<file path="src/rtl/intc_if.sv">
// -----------------------------------------------------------------------------
// intc_if -- CPU data-bus view of the interrupt controller register block.
//   addr   : byte address presented by the CPU (M stage)
//   wdata  : write data
//   byteen : byte enables, nonzero means a write cycle
//   rdata  : combinational read data returned for addr
// master modport = CPU side, slave modport = intc side.
// -----------------------------------------------------------------------------
interface intc_if;
  logic [31:0] addr;
  logic [31:0] wdata;
  logic [3:0]  byteen;
  logic [31:0] rdata;

  modport master (output addr, output wdata, output byteen, input rdata);
  modport slave  (input addr, input wdata, input byteen, output rdata);
endinterface

</file>
<file path="src/rtl/intc.sv">
// -----------------------------------------------------------------------------
// intc -- edge-detecting interrupt controller with ACK/MASK/PEND registers.
//
// Ports:
//   clk              : system clock, rising edge
//   reset            : synchronous, active-high reset
//   bus              : intc_if.slave CPU register port (addr/wdata/byteen/rdata)
//   src_i[5:0]       : raw interrupt sources, bit i -> hwint_o[i]
//   macroscopic_pc_i : committed PC, only looked at by the PC trigger
//   hwint_o[5:0]     : registered pend & mask, to CP0
//   irq_o            : registered OR of pend & mask
//
// Register map (word decoded, addr & ~3):
//   0x7F20 ACK  write-1-to-clear pend, reads 0
//   0x7F24 MASK RW bits[5:0], resets to 6'h3F
//   0x7F28 PEND RO bits[5:0]
//   0x7F2C TRIG_PC (only with INTC_PC_TRIG_EN; reads 0 otherwise)
// Only full-word writes (byteen == 4'b1111) modify state.
//
// Build option: define INTC_PC_TRIG_EN to add a one-shot PC trigger that
// raises pend[2] when the committed PC matches the armed TRIG_PC value.
// -----------------------------------------------------------------------------
module intc (
  input  logic        clk,
  input  logic        reset,
  intc_if.slave       bus,
  input  logic [5:0]  src_i,
  input  logic [31:0] macroscopic_pc_i,
  output logic [5:0]  hwint_o,
  output logic        irq_o
);

  localparam logic [31:0] ADDR_ACK  = 32'h0000_7F20;
  localparam logic [31:0] ADDR_MASK = 32'h0000_7F24;
  localparam logic [31:0] ADDR_PEND = 32'h0000_7F28;
  localparam logic [31:0] ADDR_TRIG = 32'h0000_7F2C;

  logic [5:0]  src_q, pend_q, mask_q, hwint_q;
  logic        irq_q;
  logic [5:0]  pend_d, mask_d, hwint_d;
  logic        irq_d;

  logic [31:0] word_addr_s;
  logic        wr_full_s;
  logic        ack_we_s;
  logic        mask_we_s;
  logic [5:0]  ack_clr_s;
  logic [5:0]  set_s;
  logic [31:0] trig_rd_s;

  assign word_addr_s = bus.addr & 32'hFFFF_FFFC;
  assign wr_full_s   = (bus.byteen == 4'b1111);
  assign ack_we_s    = wr_full_s && (word_addr_s == ADDR_ACK);
  assign mask_we_s   = wr_full_s && (word_addr_s == ADDR_MASK);

`ifdef INTC_PC_TRIG_EN
  logic [31:0] trig_pc_q, trig_pc_d;
  logic        armed_q, armed_d;
  logic        trig_we_s;
  logic        trig_hit_s;

  assign trig_we_s  = wr_full_s && (word_addr_s == ADDR_TRIG);
  // Match uses the pre-edge armed/trig_pc, so it fires at most once per arm.
  assign trig_hit_s = armed_q && ((macroscopic_pc_i & 32'hFFFF_FFFC) == trig_pc_q);
  assign set_s      = (src_i & ~src_q) | {3'b000, trig_hit_s, 2'b00};
  assign trig_rd_s  = {trig_pc_q[31:2], 1'b0, armed_q};

  // Trigger next state: a new write re-arms and takes priority over a hit.
  always_comb begin
    trig_pc_d = trig_pc_q;
    armed_d   = armed_q;
    if (trig_we_s) begin
      trig_pc_d = bus.wdata & 32'hFFFF_FFFC;
      armed_d   = 1'b1;
    end else if (trig_hit_s) begin
      armed_d   = 1'b0;
    end else begin
      armed_d   = armed_q;
    end
  end

  // Trigger state registers.
  always_ff @(posedge clk) begin
    if (reset) begin
      trig_pc_q <= 32'h0000_0000;
      armed_q   <= 1'b0;
    end else begin
      trig_pc_q <= trig_pc_d;
      armed_q   <= armed_d;
    end
  end
`else
  logic unused_inputs_s;

  assign set_s           = src_i & ~src_q;
  assign trig_rd_s       = 32'h0000_0000;
  assign unused_inputs_s = ^{macroscopic_pc_i, bus.wdata[31:6]};
`endif

  assign ack_clr_s = ack_we_s ? bus.wdata[5:0] : 6'h00;

  // Next-state logic; set is OR'ed after the clear so a same-edge set wins.
  always_comb begin
    pend_d  = (pend_q & ~ack_clr_s) | set_s;
    mask_d  = mask_we_s ? bus.wdata[5:0] : mask_q;
    // Outputs follow the already-registered pend/mask, one cycle behind them.
    hwint_d = pend_q & mask_q;
    irq_d   = |(pend_q & mask_q);
  end

  // Core state and registered outputs.
  always_ff @(posedge clk) begin
    if (reset) begin
      src_q   <= 6'h00;
      pend_q  <= 6'h00;
      mask_q  <= 6'h3F;
      hwint_q <= 6'h00;
      irq_q   <= 1'b0;
    end else begin
      src_q   <= src_i;
      pend_q  <= pend_d;
      mask_q  <= mask_d;
      hwint_q <= hwint_d;
      irq_q   <= irq_d;
    end
  end

  // Combinational read mux; unmapped words and ACK read as zero.
  always_comb begin
    case (word_addr_s)
      ADDR_ACK:  bus.rdata = 32'h0000_0000;
      ADDR_MASK: bus.rdata = {26'h000_0000, mask_q};
      ADDR_PEND: bus.rdata = {26'h000_0000, pend_q};
      ADDR_TRIG: bus.rdata = trig_rd_s;
      default:   bus.rdata = 32'h0000_0000;
    endcase
  end

  assign hwint_o = hwint_q;
  assign irq_o   = irq_q;

endmodule
</file>
<file path="src/flat_wrapper.sv">
// flat-port wrapper written by rule: the top's interface ports become plain ports
module intc_flat 
  (clk, reset, src_i, macroscopic_pc_i, hwint_o, irq_o, bus_addr, bus_wdata, bus_byteen, bus_rdata);
  intc_if bus_i ();
  input  logic clk;
  input  logic reset;
  input  logic [5:0] src_i;
  input  logic [31:0] macroscopic_pc_i;
  output logic [5:0] hwint_o;
  output logic irq_o;
  input wire logic [$bits(bus_i.addr)-1:0] bus_addr;
  input wire logic [$bits(bus_i.wdata)-1:0] bus_wdata;
  input wire logic [$bits(bus_i.byteen)-1:0] bus_byteen;
  output wire logic [$bits(bus_i.rdata)-1:0] bus_rdata;
  assign bus_i.addr = bus_addr;
  assign bus_i.wdata = bus_wdata;
  assign bus_i.byteen = bus_byteen;
  assign bus_rdata = bus_i.rdata;
  intc u_core (.clk(clk), .reset(reset), .bus(bus_i), .src_i(src_i), .macroscopic_pc_i(macroscopic_pc_i), .hwint_o(hwint_o), .irq_o(irq_o));
endmodule
</file>
<file path="config.mk">
export PLATFORM = sky130hd
export DESIGN_NAME = intc_flat
export DESIGN_NICKNAME = d
export VERILOG_FILES = /design/src/rtl/intc_if.sv /design/src/rtl/intc.sv /design/src/flat_wrapper.sv
export SDC_FILE = /design/constraint.sdc
export NUM_CORES = 1
export LEC_CHECK = 0
export BUFFER_PORTS_ARGS = -buffer_cell sky130_fd_sc_hd__buf_2
export CORE_UTILIZATION = 38
export CTS_BUF_LIST = sky130_fd_sc_hd__clkbuf_2 sky130_fd_sc_hd__clkbuf_4 sky130_fd_sc_hd__clkbuf_8
export CTS_CLUSTER_DIAMETER = 80
export DETAILED_ROUTE_END_ITERATION = 8
export PLACE_DENSITY = 0.86
export SYNTH_ARGS = -nofsm -noshare
export SYNTH_HDL_FRONTEND = slang
export SYNTH_SLANG_ARGS = --single-unit
</file>
<file path="constraint.sdc">
create_clock -name clk -period 5.2 [get_ports clk]
set_input_delay 0.52 -clock clk [delete_from_list [all_inputs] [get_ports clk]]
set_output_delay 0.52 -clock clk [all_outputs]
set_load 0.005 [all_outputs]
</file>
==> flow_summary.json, run 1 <==
{
  "synth-seq-cells": 25,
  "vias": 1200,
  "start_util_pct": 39.7,
  "hold_depth": 2,
  "antenna_found_initial": 0,
  "post-route-util_pct": 47.3,
  "clkSinkCount": 25,
  "grt_max_degree": 20,
  "min-delay-start": "bus_wdata[5]",
  "final_nets": 320,
  "port_buffers": 60,
  "routedWlPerCell_um": 10.7,
  "fill_cells": 337,
  "antenna_cells": 0,
  "seq_power_share_pct": 60.0,
  "cts_tree": "yes",
  "synth_cell_type_count": 30,
  "period_share_pct": 55.8,
  "r2r-start": "u_core.mask_q[0]",
  "holdPathEnd": "u_core.mask_q[5]",
  "clk_pin_slew_ns": 0.13,
  "hold_class": "in -> reg",
  "synth_seq_area_share_pct": 37.5,
  "ys.warnings.count": 0,
  "cp_max_fo": 14,
  "min_period_ns": 2.90,
  "numCtsBuffers": 3,
  "ctsHoldBuffers": 0,
  "power.leakage_nw": 0.776,
  "syn2layout_area_growth_pct": 19.1,
  "p_int_w": 0.000262,
  "grt.total_usage_pct": 14.4,
  "synth_area_leaders": "dfxtp_1, buf_4, a22oi_1",
  "seqCellArea_sq_um": 500,
  "avgSynthCellArea_sq_um": 8.61,
  "num_rows": 21,
  "clockBufferDepth": 2,
  "grt_pass1_vias": 999,
  "fin_skew_ns": 0.00346,
  "pin_count": 147,
  "powerDensity_nw_per_um2": 217,
  "synth_area_sq_um": 1340,
  "drv_cap": 0,
  "final_hold_viol_count": 0,
  "finalMaxSlewViolations": 0,
  "finalPower_w": 0.000345,
  "crit_path_start_kind": "input port",
  "drt_iter0_markers": 19,
  "regToRegSetupSlack_ns": 4.31,
  "via_per_inst": 4.67,
  "syn_inst": 155,
  "dr.pass1.iters": 6,
  "path_class": "in -> out",
  "dp_hpwl_um": 2110,
  "dieHeight_um": 61.3,
  "core_sq_um": 3360,
  "p_sw_share_pct": 24.1,
  "peakVddDrop_uv": 130,
  "worstSetupEndpointType": "output port",
  "worstPathArrival_ns": 2.38,
  "rr_endpoint": "u_core.mask_q[0]",
  "post-route-drc-count": 0,
  "rr_worst_depth": 2,
  "yosys.area.top_type": "dfxtp_1",
  "cts-root-buf": "clkbuf_4",
  "max_freq_mhz": 345,
  "worstMarginPinSlew_ns": 1.12,
  "grt.overflow.total": 0,
  "crit_required_ns": 4.68,
  "status": "completed",
  "combPwrFrac_pct": 13.4,
  "ant_nets": 0,
  "cts-htree-levels": 1,
  "place_congestion": 0.764,
  "grt_pass1_wl_um": 3910,
  "slew_headroom_pct": 24.8,
  "layout-drive-gt1-share_pct": 33.6,
  "clkPwrFrac_pct": 26.6,
  "routed_wl_um": 2740,
  "rsz0062_at_grt": "false",
  "setup_viol": 0,
  "multi_input_area_sq_um": 646,
  "p_switching_w": 0.0000833,
  "place_worst_setup_slack_ns": 2.26,
  "die_area_sq_um": 3750,
  "setup_tns_ns": 0,
  "synth_top_area_share_pct": 37.5,
  "worst_slack_ns": 2.30,
  "insertion_delay_ns": 0.31,
  "post_cts_resized": 0,
  "die_w_um": 61.3,
  "post-cts-setup-buffers": 0
}
-- power groups by stage --
stage	sequential, W	clock [W]	combinational, W
after floorplan	0.000211	0	0.0000358
after detailed placement	0.000211	0	0.0000463
after global routing	0.000208	0.0000984	0.0000547
after global placement	0.000211	0	0.0000453
final	0.000207	0.0000918	0.0000462
after CTS	0.000207	0.0000937	0.0000464
-- routing by layer --
layer  routed length, um  GRT usage, %  share of wire [%]
met1                1170          16.2                 43
met2                1260          24.8                 46
met3                 298          2.94                 11
met4                  15          8.77               0.55
met5                   0             0                  0
-- kinds of logic after synthesis --
family | after synthesis | synth area share [%]
other | 1 | 0.281
and+or+nand+nor | 54 | 23.0
DFF | 25 | 37.5
buffers and inverters | 47 | 21.2
AOI/OAI and AO/OA | 28 | 18.1
-- state kept, by name (all words and copies together) (netlist names) --
signal,cells
u_core.pend_q,6
u_core.hwint_o,6
u_core.irq_o,1
u_core.mask_q,6
u_core.src_q,6
-- placed cells by master (no fill, tap or decap), drive strengths merged --
cell	count
nor2	14
o31a	6
or3	4
nor3	1
a22oi	9
nand4	2
buf	61
o2bb2ai	6
nand4b	1
nor4	8
dfxtp	25
nand2	6
or2	1
a31oi	1
nor4b	1
inv	13
clkbuf	4
conb	26
or4	2
nand2b	7
nor2b	6
a311o	6
and4	1
-- cells in the mapped netlist (all sizes together) --
library cell	number
o31a	6
nand4b	1
a311o	6
a22oi	9
nor4	8
inv	13
nor2b	6
a31oi	1
nand4	2
clkbuf	5
nor2	14
buf	29
nand2	6
o2bb2ai	6
dfxtp	25
and4	1
nor4b	1
or3	4
conb	1
or4	2
or2	1
nor3	1
nand2b	7
-- per-stage QoR --
step / hold slack (ns) / instance area, sq um / std cells
4_1_cts: 0.440 / 1590 / 257
6_report: 0.452 / 1590 / 257
3_5_place_dp: 0.452 / 1560 / 253
2_1_floorplan: 0.434 / 1430 / 180
5_1_grt: 0.440 / 1590 / 257
3_3_place_gp: 0.440 / 1560 / 253
-- cell type report --
class                   count  share of cell area [%]
inverters                  13                    3.07
multi-input cells         108                    40.6
repair buffers             61                    19.4
well taps                  46                    3.62
flip-flops and latches     25                    31.5
clock buffers               4                    1.89
-- worst max-delay path, cell delays in order --
cell	delay, ns
buf_2	0.10
nor4b_1	0.29
nand4_1	0.52
or3_2	0.69
nor2_1	0.13
buf_2	0.13
-- worst max-delay path by stage --
stage              endpoint          from  slack (ns)
5_1_grt        bus_rdata[4]  bus_addr[16]        2.12
3_5_place_dp   bus_rdata[5]  bus_addr[16]        2.26
4_1_cts        bus_rdata[5]  bus_addr[16]        2.25
2_1_floorplan  bus_rdata[0]  bus_addr[26]        2.90
3_3_place_gp   bus_rdata[4]  bus_addr[16]        2.26
6_report       bus_rdata[4]  bus_addr[16]        2.30
(Power assumes the default switching activity.)
==> inputs of run 2 (changes only) <==
- ABC_AREA: default -> 1
- CORE_UTILIZATION: 38 -> 37
- PLACE_DENSITY: 0.86 -> 0.81
- clock period: 5.2 -> 2.9 ns (I/O delays scaled with it)
==> run 2 against run 1 <==
  * Global-route usage shrank 0.57 points
  * Clock power rose by 120%
  * Count of clock-buffer cells in the layout shrank 1
  * Total power rose by 96%
  * Largest power group unchanged
==> flow_summary.json, run 2 <==
{
  "final_nets": 396,
  "cts-root-buf": "clkbuf_8",
  "num_rows": 22,
  "dp.cells": 331,
  "final_common_cell": "nand2_1",
  "worstSetupEndpointType": "output port",
  "hold_class": "in -> reg",
  "min_period_ns": 1.60,
  "avgSynthCellArea_sq_um": 6.49,
  "fill_cells": 419,
  "crit_required_ns": 2.61,
  "routedWlPerCell_um": 8.12,
  "ctsHoldBuffers": 0,
  "numCtsBuffers": 3,
  "powerDensity_nw_per_um2": 385,
  "ant_nets": 0,
  "cts_tree": "yes",
  "synth_top_area_share_pct": 33.8,
  "combPwrFrac_pct": 15.0,
  "place_congestion": 0.759,
  "postLayoutCellArea_sq_um": 1760,
  "core_sq_um": 3740,
  "multi_input_area_sq_um": 712,
  "drv_cap": 0,
  "synth_area_sq_um": 1480,
  "start_util_pct": 39.5,
  "seq_power_share_pct": 54.9,
  "synth.most_common_cell": "nand2_1",
  "synth-seq-cells": 25,
  "synth_ff_type": "dfxtp_1",
  "p_switching_w": 0.000171,
  "hold_ws_ns": 0.231,
  "synth_common_cells": "nand2_1, nor2_1, inv_1",
  "routed_wl_um": 2720,
  "slowest_delay_ns": 0.24,
  "cts-htree-levels": 1,
  "clkPwrFrac_pct": 30.1,
  "period_share_pct": 55.2,
  "fin_skew_ns": 0.00401,
  "critPathBufInv": 2,
  "crit_top_cell": "nand2_1",
  "dieHeight_um": 65.2,
  "worstPathArrival_ns": 1.31,
  "pin_count": 147,
  "drt_iter0_markers": 27,
  "grt_max_degree": 21,
  "peakVddDrop_uv": 143,
  "syn2layout_area_growth_pct": 18.8,
  "final_cells": 335,
  "dr.pass1.iters": 4,
  "cp_max_fo": 12,
  "p_sw_share_pct": 25.3,
  "worstPathCellList": "buf_2 > nor2_1 > nand2_1 > nor2_2 > nand2_2 > nor2_4 > nand2_1 > nand2_1 > buf_2",
  "post_cts_resized": 0,
  "dp_hpwl_um": 2250,
  "post-cts-setup-buffers": 0,
  "crit_family": "simple AND/OR/NAND/NOR gates",
  "synth_seq_area_share_pct": 33.8,
  "die_w_um": 65.2,
  "setup_viol": 0,
  "seqCellArea_sq_um": 500,
  "grt_pass1_vias": 1214,
  "die_area_sq_um": 4250,
  "status": "completed",
  "synth_cell_type_count": 18,
  "finalPower_w": 0.000676,
  "layout-drive-gt1-share_pct": 27.2,
  "vias": 1369,
  "clk_pin_slew_ns": 0.08,
  "ys.warnings.count": 0,
  "antenna_found_initial": 0,
  "synth-async-reset-ratio_pct": 0,
  "p_int_w": 0.000505,
  "post-route-drc-count": 0,
  "final_hold_viol_count": 0,
  "yosys.area.top_type": "dfxtp_1",
  "crit_path_start_kind": "input port",
  "max_freq_mhz": 624,
  "synth_area_leaders": "dfxtp_1, nand2_1, buf_4",
  "cp_slowest_cell": "nor2_4",
  "finalMaxSlewViolations": 0,
  "dpl_cell_area_sq_um": 1710,
  "port_buffers": 60,
  "antenna_cells": 0,
  "synth_edf_count": 0,
  "grt.total_usage_pct": 13.8,
  "via_per_inst": 4.09,
  "syn_inst": 228,
  "final_cell_mix": "nand2_1, buf_2, nor2_1",
  "path_class": "in -> out",
  "setup_tns_ns": 0,
  "rsz0062_at_grt": "false",
  "clkSinkCount": 25,
  "power.leakage_nw": 1.02,
  "clockBufferDepth": 2,
  "grt_pass1_wl_um": 4700,
  "insertion_delay_ns": 0.27,
  "grt.overflow.total": 0
}
-- run 2: cell count changes in the layout (fill, tap and decap cells not counted), sizes merged, moves of 7 or more --
| cell | previous run | this run |
|---|---|---|
| inv | 13 | 36 |
| nor4 | 8 | 0 |
| nand3 | 0 | 26 |
| nor2 | 14 | 42 |
| nand2b | 7 | 0 |
| a22oi | 9 | 0 |
| nand2 | 6 | 62 |
-- run 2: worst register-to-register path, cell delays in order (launching register included) --
cell and delay, ns:
dfxtp_1 0.34, nand2_1 0.10, nand4_1 0.09, nor2_1 0.11
nor2_1 0.04
-- run 2: layout make-up --
class	count	share of cell area (%)
clock buffer	3	2.35
clock inverter	1	0.427
inverter	36	7.69
multi-input combinational	162	40.5
sequential	25	28.5
tap	48	3.42
timing repair buffer	60	17.1
-- run 2: path summary, 6_finish.rpt --
kind / slack [ns] / to / startpoint / cells past startpoint
min: 0.23 / u_core.src_q[5] / src_i[5] / 3
max reg2reg: 2.11 / u_core.irq_o / u_core.pend_q[0] / 4
max: 1.30 / bus_rdata[5] / bus_addr[15] / 9
min reg2reg: 0.46 / u_core.pend_q[1] / u_core.src_q[1] / 3
-- run 2: power groups by stage --
stage	clock [W]	sequential, W	combinational [W]
after floorplan	0	0.000378	0.0000796
after global placement	0	0.000378	0.0000995
after detailed placement	0	0.000379	0.000102
after CTS	0.000211	0.000371	0.000102
after global routing	0.000225	0.000372	0.000119
final	0.000203	0.000371	0.000102
-- run 2: logic make-up (layout without fill, tap and decap cells) --
logic type	count (synthesis)	after routing	share of synthesized area [%]
other cells	1	26	0.254
compound gates	1	1	0.423
buf+inv	66	100	24.4
flops	25	25	33.8
simple gates	135	135	41.1
-- run 2: through the flow --
| stage | utilization, % | setup WS [ns] |
|---|---|---|
| detailed placement | 45.6 | 1.31 |
| global route | 46.9 | 1.12 |
| global placement | 45.6 | 1.32 |
| CTS | 46.9 | 1.29 |
| finish | 46.9 | 1.30 |
| floorplan | - | 1.63 |
-- run 2: per-layer routing --
layer	track usage, %	routed length (um)
met5	0	0
met4	6.79	69
met3	2.26	156
met2	25.1	1370
met1	15.3	1120
==> inputs of run 3 (changes only) <==
- ABC_AREA: 1 -> 0
- CORE_UTILIZATION: 37 -> 35
- PLACE_DENSITY: 0.81 -> 0.8
- clock period: 2.9 -> 1.63 ns (I/O delays scaled with it)
==> run 3 against run 2 <==
  * The run now ends with setup timing left
  * Setup slack got worse by 1.4 ns
  * Clock skew about the same
  * Count of clock-buffer cells in the layout unchanged
  * Wire length increased by 14%
  * Largest cell class unchanged
==> flow_summary.json, run 3 (synthesis results as in run 1) <==
{
  "grt.overflow.total": 0,
  "grt_max_degree": 20,
  "drt_iter0_markers": 52,
  "via_per_inst": 4.64,
  "status": "finished, violations left",
  "antenna_found_initial": 0,
  "seqCellArea_sq_um": 500,
  "dpl_cell_area_sq_um": 1630,
  "crit_path_start_kind": "input port",
  "crit_required_ns": 1.79,
  "numCtsBuffers": 3,
  "peakVddDrop_uv": 323,
  "failed_checks": "setup timing",
  "core_sq_um": 3660,
  "min_period_ns": 1.70,
  "multi_input_area_sq_um": 704,
  "power.leakage_nw": 0.856,
  "dr.pass1.iters": 4,
  "grt.total_usage_pct": 14.4,
  "finalMaxSlewViolations": 0,
  "cts_tree": "yes",
  "final_common_cell": "buf_2",
  "fill_cells": 377,
  "num_rows": 22,
  "hold_ws_ns": 0.137,
  "ant_nets": 0,
  "drv_cap": 0,
  "clk_pin_slew_ns": 0.09,
  "insertion_delay_ns": 0.27,
  "final_cell_mix": "buf_2, conb_1, dfxtp_1",
  "syn2layout_area_growth_pct": 33.0,
  "ctsHoldBuffers": 0,
  "final_nets": 332,
  "place_congestion": 0.806,
  "worst_slack_ns": -0.0654,
  "die_area_sq_um": 4070,
  "vias": 1258,
  "rsz0062_at_grt": "true",
  "cts-htree-levels": 1,
  "start_util_pct": 36.5,
  "routedWlPerCell_um": 11.5,
  "worstPathArrival_ns": 1.86,
  "die_w_um": 63.8,
  "cts-root-buf": "clkbuf_8",
  "dieHeight_um": 63.8,
  "clkSinkCount": 25,
  "hold_class": "in -> reg",
  "path_class": "in -> reg",
  "port_buffers": 60,
  "antenna_cells": 0,
  "powerDensity_nw_per_um2": 676,
  "fin_skew_ns": 0.00431,
  "dp_hpwl_um": 2240,
  "final_cells": 271,
  "routed_wl_um": 3110,
  "grt_pass1_wl_um": 4510,
  "max_freq_mhz": 590,
  "worstSetupEndpointType": "register",
  "setup_tns_ns": -0.198,
  "pin_count": 147,
  "setup_viol": 8,
  "postLayoutCellArea_sq_um": 1780,
  "post-route-drc-count": 0,
  "clockBufferDepth": 2,
  "dp.cells": 264,
  "layout-drive-gt1-share_pct": 41.3,
  "grt_pass1_vias": 1076,
  "period_share_pct": 104,
  "cp_max_fo": 5,
  "final_hold_viol_count": 0
}
## run 3: timing repair
item / CTS / global route
pin swaps: 8 / 5
setup endpoints to repair: 9 / 14
buffers inserted: 0 / 1
cloned: 0 / 2
gates resized for setup: 6 / 8
## run 3: worst paths after layout
kind	from	end	slack (ns)	cells after the start
worst max-delay path	bus_addr[31]	u_core.mask_q[1]	-0.07	5
worst min-delay path	bus_wdata[5]	u_core.mask_q[5]	0.14	2
worst max register to register	u_core.mask_q[1]	u_core.mask_q[1]	0.76	2
worst min register to register	u_core.mask_q[0]	u_core.hwint_o[0]	0.46	2
## run 3: layout make-up
type / instances / area share [%]
inverter: 13 / 2.75
tap: 48 / 3.38
timing repair buffer: 72 / 23.3
sequential: 25 / 28.2
clock inverter: 1 / 0.423
multi-input combinational: 109 / 39.7
clock buffer: 3 / 2.33
## run 3: power by group
part	switching (W)	internal, W
registers	0.0000154	0.000645
clock network	0.000205	0.000173
logic	0.0000768	0.0000850
## run 3: through the flow
stage | setup slack (ns) | power, W | utilization [%]
after floorplan | -0.191 | 0.000788 | -
after global placement | -0.327 | 0.000822 | 44.6
after detailed placement | -0.355 | 0.000827 | 44.6
after CTS | -0.0562 | 0.00120 | 46.6
after global routing | -0.0839 | 0.00125 | 48.5
final | -0.0654 | 0.00120 | 48.5
## run 3: worst max-delay path: stages
cell and delay, ns:
buf_6 0.09, or4_4 0.56, or3_4 0.45, o31a_2 0.29, a311o_1 0.31
## run 3: metal layers
metal | vias up | share of wire (%) | routed length, um | global-route usage, %
met3 | 5 | 7.8 | 243 | 2.50
met1 | 547 | 45 | 1390 | 16.6
li1 | 632 | - | - | -
met5 | - | 0 | 0 | 0
met2 | 74 | 46 | 1420 | 25.7
met4 | 0 | 1.7 | 52 | 6.82
